**config.mk**
```make
export PLATFORM = sky130hd
export DESIGN_NAME = ram_port_arbiter
export DESIGN_NICKNAME = d
export VERILOG_FILES = /design/src/rtl/ram_port_arbiter.sv
export SDC_FILE = /design/constraint.sdc
export NUM_CORES = 1
export LEC_CHECK = 0
export CAP_MARGIN = 20
export CORE_MARGIN = 2
export CORE_UTILIZATION = 38
export DETAILED_ROUTE_END_ITERATION = 7
export HOLD_SLACK_MARGIN = 0.1
export PLACE_DENSITY = 0.82
export REMOVE_ABC_BUFFERS = 1
export SLEW_MARGIN = 20
export SYNTH_ARGS = -nofsm -noshare
export SYNTH_HDL_FRONTEND = slang
export SYNTH_SLANG_ARGS = --single-unit
export TNS_END_PERCENT = 50
```
**constraint.sdc**
```tcl
create_clock -name clk -period 2.55 [get_ports clk]
set_input_delay 0.51 -clock clk [delete_from_list [all_inputs] [get_ports clk]]
set_output_delay 0.51 -clock clk [all_outputs]
set_load 0.05 [all_outputs]
```
**src/rtl/ram_port_arbiter.sv**
```systemverilog
// Round-robin, burst-bounded arbiter sharing one synchronous dual-port RAM between requesters A and B.
// Optional build macro ARB_FIXED_PRIO_EN: A always wins ties, no burst limit (B may starve).
module ram_port_arbiter #(
  parameter int unsigned MEM_WIDTH = 16,
  parameter int unsigned ADDR_SIZE = 10,
  parameter int unsigned MAX_BURST = 4
) (
  input  logic                 clk,
  input  logic                 rst_n,
  input  logic                 a_req,
  input  logic                 a_we,
  input  logic [ADDR_SIZE-1:0] a_addr,
  input  logic [MEM_WIDTH-1:0] a_wdata,
  input  logic                 b_req,
  input  logic                 b_we,
  input  logic [ADDR_SIZE-1:0] b_addr,
  input  logic [MEM_WIDTH-1:0] b_wdata,
  output logic                 a_gnt,
  output logic                 b_gnt,
  output logic                 a_rvalid,
  output logic                 b_rvalid,
  output logic [MEM_WIDTH-1:0] rdata,
  output logic [MEM_WIDTH-1:0] mem_din,
  output logic [ADDR_SIZE-1:0] mem_addr_wr,
  output logic [ADDR_SIZE-1:0] mem_addr_rd,
  output logic                 mem_wr_en,
  output logic                 mem_rd_en,
  output logic                 mem_blk_select,
  input  logic [MEM_WIDTH-1:0] mem_dout
);

  typedef enum logic [1:0] {
    IDLE  = 2'd0,
    OWN_A = 2'd1,
    OWN_B = 2'd2
  } state_t;

  state_t r_state;

`ifndef ARB_FIXED_PRIO_EN
  localparam int unsigned      CNT_W     = $clog2(MAX_BURST + 1);
  localparam logic [CNT_W-1:0] BURST_MAX = CNT_W'(MAX_BURST);
  localparam logic             SIDE_A    = 1'b0;
  localparam logic             SIDE_B    = 1'b1;

  logic             r_rr_last;
  logic [CNT_W-1:0] r_burst_cnt;
  logic             w_burst_ok;
`endif

  logic                 r_rd_pend_a;
  logic                 r_rd_pend_b;
  logic                 r_rvalid_a;
  logic                 r_rvalid_b;
  logic                 w_gnt_a;
  logic                 w_gnt_b;
  logic                 w_any_gnt;
  logic                 w_we;
  logic [ADDR_SIZE-1:0] w_addr;
  logic [MEM_WIDTH-1:0] w_wdata;

  // Grant decision for the current cycle; never grants a side that is not requesting.
  always_comb begin
    w_gnt_a = 1'b0;
    w_gnt_b = 1'b0;
`ifdef ARB_FIXED_PRIO_EN
    if (a_req) begin
      w_gnt_a = 1'b1;
    end else if (b_req) begin
      w_gnt_b = 1'b1;
    end
`else
    w_burst_ok = (r_burst_cnt < BURST_MAX);
    case (r_state)
      OWN_A: begin
        if (a_req && (w_burst_ok || !b_req)) begin
          w_gnt_a = 1'b1;
        end else if (b_req) begin
          w_gnt_b = 1'b1;
        end
      end
      OWN_B: begin
        if (b_req && (w_burst_ok || !a_req)) begin
          w_gnt_b = 1'b1;
        end else if (a_req) begin
          w_gnt_a = 1'b1;
        end
      end
      default: begin
        if (a_req && b_req) begin
          if (r_rr_last == SIDE_B) begin
            w_gnt_a = 1'b1;
          end else begin
            w_gnt_b = 1'b1;
          end
        end else if (a_req) begin
          w_gnt_a = 1'b1;
        end else if (b_req) begin
          w_gnt_b = 1'b1;
        end
      end
    endcase
`endif
  end

  assign w_any_gnt = w_gnt_a | w_gnt_b;
  assign w_we      = w_gnt_b ? b_we    : a_we;
  assign w_addr    = w_gnt_b ? b_addr  : a_addr;
  assign w_wdata   = w_gnt_b ? b_wdata : a_wdata;

  // Owner FSM with burst counter and round-robin history.
  always_ff @(posedge clk) begin
    if (!rst_n) begin
      r_state     <= IDLE;
`ifndef ARB_FIXED_PRIO_EN
      r_rr_last   <= SIDE_B;
      r_burst_cnt <= '0;
`endif
    end else begin
      if (w_gnt_a) begin
        r_state <= OWN_A;
      end else if (w_gnt_b) begin
        r_state <= OWN_B;
      end else begin
        r_state <= IDLE;
      end
`ifndef ARB_FIXED_PRIO_EN
      if (w_gnt_a) begin
        r_rr_last <= SIDE_A;
      end else if (w_gnt_b) begin
        r_rr_last <= SIDE_B;
      end
      if ((w_gnt_a && r_state == OWN_A) || (w_gnt_b && r_state == OWN_B)) begin
        if (w_burst_ok) begin
          r_burst_cnt <= r_burst_cnt + CNT_W'(1);
        end
      end else if (w_any_gnt) begin
        r_burst_cnt <= CNT_W'(1);
      end
`endif
    end
  end

  // Registered RAM command; addresses and data hold when idle.
  always_ff @(posedge clk) begin
    if (!rst_n) begin
      mem_din        <= '0;
      mem_addr_wr    <= '0;
      mem_addr_rd    <= '0;
      mem_wr_en      <= 1'b0;
      mem_rd_en      <= 1'b0;
      mem_blk_select <= 1'b0;
    end else begin
      mem_wr_en      <= w_any_gnt & w_we;
      mem_rd_en      <= w_any_gnt & ~w_we;
      mem_blk_select <= w_any_gnt;
      if (w_any_gnt && w_we) begin
        mem_addr_wr <= w_addr;
        mem_din     <= w_wdata;
      end
      if (w_any_gnt && !w_we) begin
        mem_addr_rd <= w_addr;
      end
    end
  end

  // Read-return tag pipeline: command cycle, then RAM output cycle.
  always_ff @(posedge clk) begin
    if (!rst_n) begin
      r_rd_pend_a <= 1'b0;
      r_rd_pend_b <= 1'b0;
      r_rvalid_a  <= 1'b0;
      r_rvalid_b  <= 1'b0;
    end else begin
      r_rd_pend_a <= w_gnt_a & ~a_we;
      r_rd_pend_b <= w_gnt_b & ~b_we;
      r_rvalid_a  <= r_rd_pend_a;
      r_rvalid_b  <= r_rd_pend_b;
    end
  end

  assign a_gnt    = w_gnt_a;
  assign b_gnt    = w_gnt_b;
  assign a_rvalid = r_rvalid_a;
  assign b_rvalid = r_rvalid_b;
  assign rdata    = mem_dout;

endmodule
```
Word-level counts from Yosys, hierarchy flattened:

Cells that the tools add are included.

* $add $sub $neg: 1
* order comparisons: 1
* equality and inequality tests: 3
* mux-type cells: 23
* bitwise gates (word level): 9
* reduce and logical (&&, ||, !) cells: 17

Operators with widths (number)
* 2-to-1 mux 16 bit: 1
* 2-to-1 mux 1 bit: 15
* 2-to-1 mux 10 bit: 1
* 2-to-1 mux 3 bit: 3
* logical AND 1 bit: 7
* bitwise AND 1 bit: 4
* NOT 1 bit: 4
* one-hot mux 1 bit (2 select lines): 2
* nonzero test 2 bit: 2
* adder 3 x 1 -> 3 bit, second input constant: 1
* logical NOT 1 bit: 3
* logical OR 1 bit: 3
* less-than comparator 3 bit, second input constant: 1
* == test 2 x 1 -> 1 bit, second input constant: 1
* == test 2 bit, second input constant: 1
* 2-to-1 mux 2 bit: 1
* inequality test 2 bit, second input constant: 1
* AND reduction 2 bit: 1
* OR reduction 2 bit: 1
* bitwise OR 1 bit: 1

* flip-flop bits (word level): 49
* bits of input ports: 74

Depth between registers and ports, before layout:

* word-level depth: 9
* mapped depth: 9
* mapped depth without buffers: 8

Least setup slack after synthesis:

OpenSTA, ideal clock, no wires.

* kind: register -> register
* from: reg r_state[0]
* to: reg mem_addr_rd[1]
* library setup time: 0.119 ns
* data arrival time: 2.112 ns
* required time: 2.431 ns
* setup slack: 0.320 ns
* cell stages (with the launch flop): 9
* buffers on the path: 1
* clock period less this slack: 2.230 ns
* cells stage by stage: dfxtp_1 inv_1 ha_1 nand2b_1 o2111ai_4 inv_4 or3_1 buf_2 o221a_1

* longest elaborated chain between the ends: 5
* elaborated cells between the ends (all ways): 9

RTL lines
* from (decl): RTL line 38 `state_t r_state;`
* from (signal assigned): RTL line 114 `r_state <= IDLE;`
* from (signal assigned): RTL line 121 `r_state <= OWN_A;`
* from (signal assigned): RTL line 123 `r_state <= OWN_B;`
* == test 2 bit or == test 2 x 1 -> 1 bit (tied branches): RTL line 74 `case (r_state)`
* one-hot mux 1 bit (2 select lines) *: RTL line 74
* via b_gnt: RTL line 19 `output logic b_gnt,`
* 2-to-1 mux 1 bit: RTL line 107 `assign w_we = w_gnt_b ? b_we : a_we;`
* logical NOT 1 bit: RTL line 161 `if (w_any_gnt && !w_we) begin`
* logical AND 1 bit: RTL line 161
* to (signal assigned): RTL line 162 `mem_addr_rd <= w_addr;`
* to (decl): RTL line 25 `output logic [ADDR_SIZE-1:0] mem_addr_rd,`

The timed path passes the listed nets; every way through them passes the cells marked *.
A chain may end at the register's enable or synchronous reset.

Worst setup path after layout:

* from: reg r_state[0]
* to: out a_gnt

* longest elaborated chain between the ends: 2
* elaborated cells between the ends (all ways): 3

RTL lines
* == test 2 bit or == test 2 x 1 -> 1 bit (tied branches): RTL line 74
* one-hot mux 1 bit (2 select lines) *: RTL line 74
* to (decl): RTL line 18 `output logic a_gnt,`

Mark *: on every way between the ends. The rest lies on a longest branch, timed or not.

==> results.md <==
- Met3 routed WL: between 600 and 700 um
- Max Fanout on Critical Path: 8
- Setup ws final: 0.220 ns
- Worst Path Required: 2.04 ns
- Number of global-route vias before repair: between 2000 and 2500
- Arrival time at the worst endpoint: 1.82 ns
- Slew Viols, Final: 0
- Die height: roughly 80 um
- Share of layout cells above drive strength 1: 17.3%
- F_max: 429 MHz
- Post-route antenna net violation count: 0
- WS Path Type: reg2out
- Slew headroom: roughly two thirds
- Row cnt: 28
- Total Nets Final: around 380
- Initial antenna violation count: 0
- Synth Area per Inst: 10.5 um^2
- Setup WS pre-CTS: roughly 0.021 ns
- Post-synth cell types: 39
- Synth Flop Type: dfxtp_1
- Die area: around 6800 um^2
- Detailed-placement wirelength estimate: ~4.8 mm
- Cell Area, Synth: roughly 2300 um^2
- Routability cong.: approximately 0.75
- Total track usage: between 15 and 20%
- Clk buf depth: 2
- Synthesis Warnings: 0
- Post-layout min period: roughly 2.3 ns
- Root Buffer: clkbuf_8
- CTS clk-pin slew, worst paths: approximately 0.090 ns
- Skew final: 0.00550 ns
- Period utilization: 91.4%
- Vias: between 2000 and 2500
- Final hold vios: 0
- Slew at the pin closest to its max-slew limit: approximately 0.53 ns
- Worst vdd ir: 0.513 mV
- RSZ-0062 raised after global routing: false
- Post-CTS setup repair buffer count: 0
- Drt first pass iters: 4
- WL/cell: between 15 and 20 um
- Chip width: 82.3 um
- # setup viols final: 0
- Reg2reg start: r_state[0]$_SDFF_PN0_
- Total grt overflow: 0
- CTS tree: done
- PortBufs: 100
- DR iter-0 viols: 76
- Most frequent cell after synthesis: dfxtp_1
- Antenna diodes: 0
- Starting density of the core: between 30% and 40%
- I/O pin count: around 130
- Total wire length: ~6.7 mm
- Wl on met1: approximately 2.9 mm
- Hold Crit Class: reg2reg
- Mapped Cells: between 200 and 250
- HP Start: r_rd_pend_b$_SDFF_PN0_
- Run status: finished clean
- Yosys top cell area share: between 40% and 50%
- H-tree depth: 2
- Yosys reg bits: 49
- Post-synth ARST share: 0%
- Commonest cells in the netlist: 49 x dfxtp_1, 32 x o21a_1, 22 x o221a_2, 18 x buf_4, 10 x a21oi_1
- Clock insertion delay at the later pin of the skew report: ~0.30 ns
- Leakage power figure: 1.29 nW
- Synth-to-Final Area Change: 47.9%
- Via/cell ratio: 5.60
- DRC Markers: 0
- Crit. Startpoint: r_state[0]$_SDFF_PN0_
- Pwr per Cell Area: between 700 and 800 nW/um^2
- Synth area leaders: dfxtp_1 42%, o221a_2 11%, o21a_1 10%
- CP Capture Type: primary output
- Seq/Total Area, Yosys: a little over two fifths
- Top routing layer in use: met4
- Critical Path Start Type: flip-flop
- Wire length on met2: between 3 and 4 mm
- Largest area contributor in the netlist: dfxtp_1
- Area of the core: 5920 um^2
- First-pass GRT wire length: 10.1 mm
- Largest net degree at the start of global routing: 46
- CTS Buf Count: 5
- EDFF count, synth: 0
- Max-cap viol count: 0
- Clk sinks: 49
- Total Power: ~0.0025 W
-- critical path: stages, from the launching register on --
cell and delay [ns]:
dfxtp_1 0.34, inv_1 0.05, ha_1 0.37, and3_1 0.24, a31oi_4 0.24, inv_2 0.09, buf_4 0.20
-- worst paths after layout --
path                                 endpoint  slack, ns  cells after the start
hold / removal            b_rvalid$_SDFF_PN0_       0.44                      1
setup reg to reg  mem_addr_rd[0]$_SDFFE_PN0P_       0.23                      7
hold reg to reg           b_rvalid$_SDFF_PN0_       0.44                      1
setup / recovery                        a_gnt       0.22                      6
-- report_power, final --
| group | internal (W) | switching (W) | leakage [nW] |
|---|---|---|---|
| combinational | 0.000434 | 0.000621 | 0.839 |
| clock | 0.000221 | 0.000267 | 0.0512 |
| sequential | 0.000874 | 0.0000615 | 0.404 |
-- flip-flops by register name, indices dropped and copies added (netlist names) --
register,count
mem_addr_wr,10
mem_din,16
mem_rd_en,1
r_rd_pend_b,1
r_burst_cnt,3
b_rvalid,1
mem_wr_en,1
r_rd_pend_a,1
r_rr_last,1
mem_blk_select,1
mem_addr_rd,10
a_rvalid,1
r_state,2
-- layout by cell type, fill, tap and decap left out, drive strengths merged, types with 2 or more instances in the layout --
master and count:
nand3 3, inv 6, o21a 32, nand4 4, nor3 2, ha 3, and3 2, nand2b 4
buf 12, or3 2, clkdlybuf4s50 97, mux2i 5, clkbuf 6, o21ai 7, nor2 3, o221a 31
nand2 4, dfxtp 49, clkinv 2, a21oi 10, o2111ai 2, and2 2, or4bb 2, mux2 6
-- layer usage --
layer | vias up | global-route usage, %
met3 | 6 | 6.85
li1 | 997 | -
met5 | - | 0
met4 | 0 | 6.00
met1 | 1020 | 24.5
met2 | 112 | 30.6
-- logic make-up (layout without fill, tap and decap cells) --
group           after synthesis  after routing  share of synthesized area [%]
compound gates               88             88                           33.6
fa+ha+maj                     3              3                           1.61
buf+inv                      39            124                           9.56
flops                        49             49                           42.1
mux                          11             11                           5.21
simple gates                 31             31                           7.89
-- final cells by class --
| type | count | area (um^2) |
|---|---|---|
| sequential | 49 | 981 |
| inverter | 6 | 25.0 |
| clock buffer | 6 | 82.6 |
| multi-input combinational | 133 | 1130 |
| tap | 75 | 93.8 |
| fill | 502 | 2470 |
| clock inverter | 2 | 13.8 |
| timing repair buffer | 110 | 1120 |
-- through the flow --
step / cell area, um^2 / hold slack (ns) / setup TNS [ns] / utilization (%) / cells
after floorplan: 2130 / 0.412 / -6.59 / - / 188
after global placement: 3350 / 0.417 / 0 / 56.5 / 373
after detailed placement: 3350 / 0.430 / 0 / 56.5 / 373
after CTS: 3440 / 0.453 / 0 / 58.2 / 381
after global routing: 3450 / 0.464 / 0 / 58.2 / 381
final: 3450 / 0.443 / 0 / 58.2 / 381
-- what timing repair did --
item | 4_1_cts | 5_1_grt
endpoints found under the setup margin | 0 | 1
resized for setup | 0 | 1
hold buffers | 0 | 0
Power figures use the tool's default switching activity.
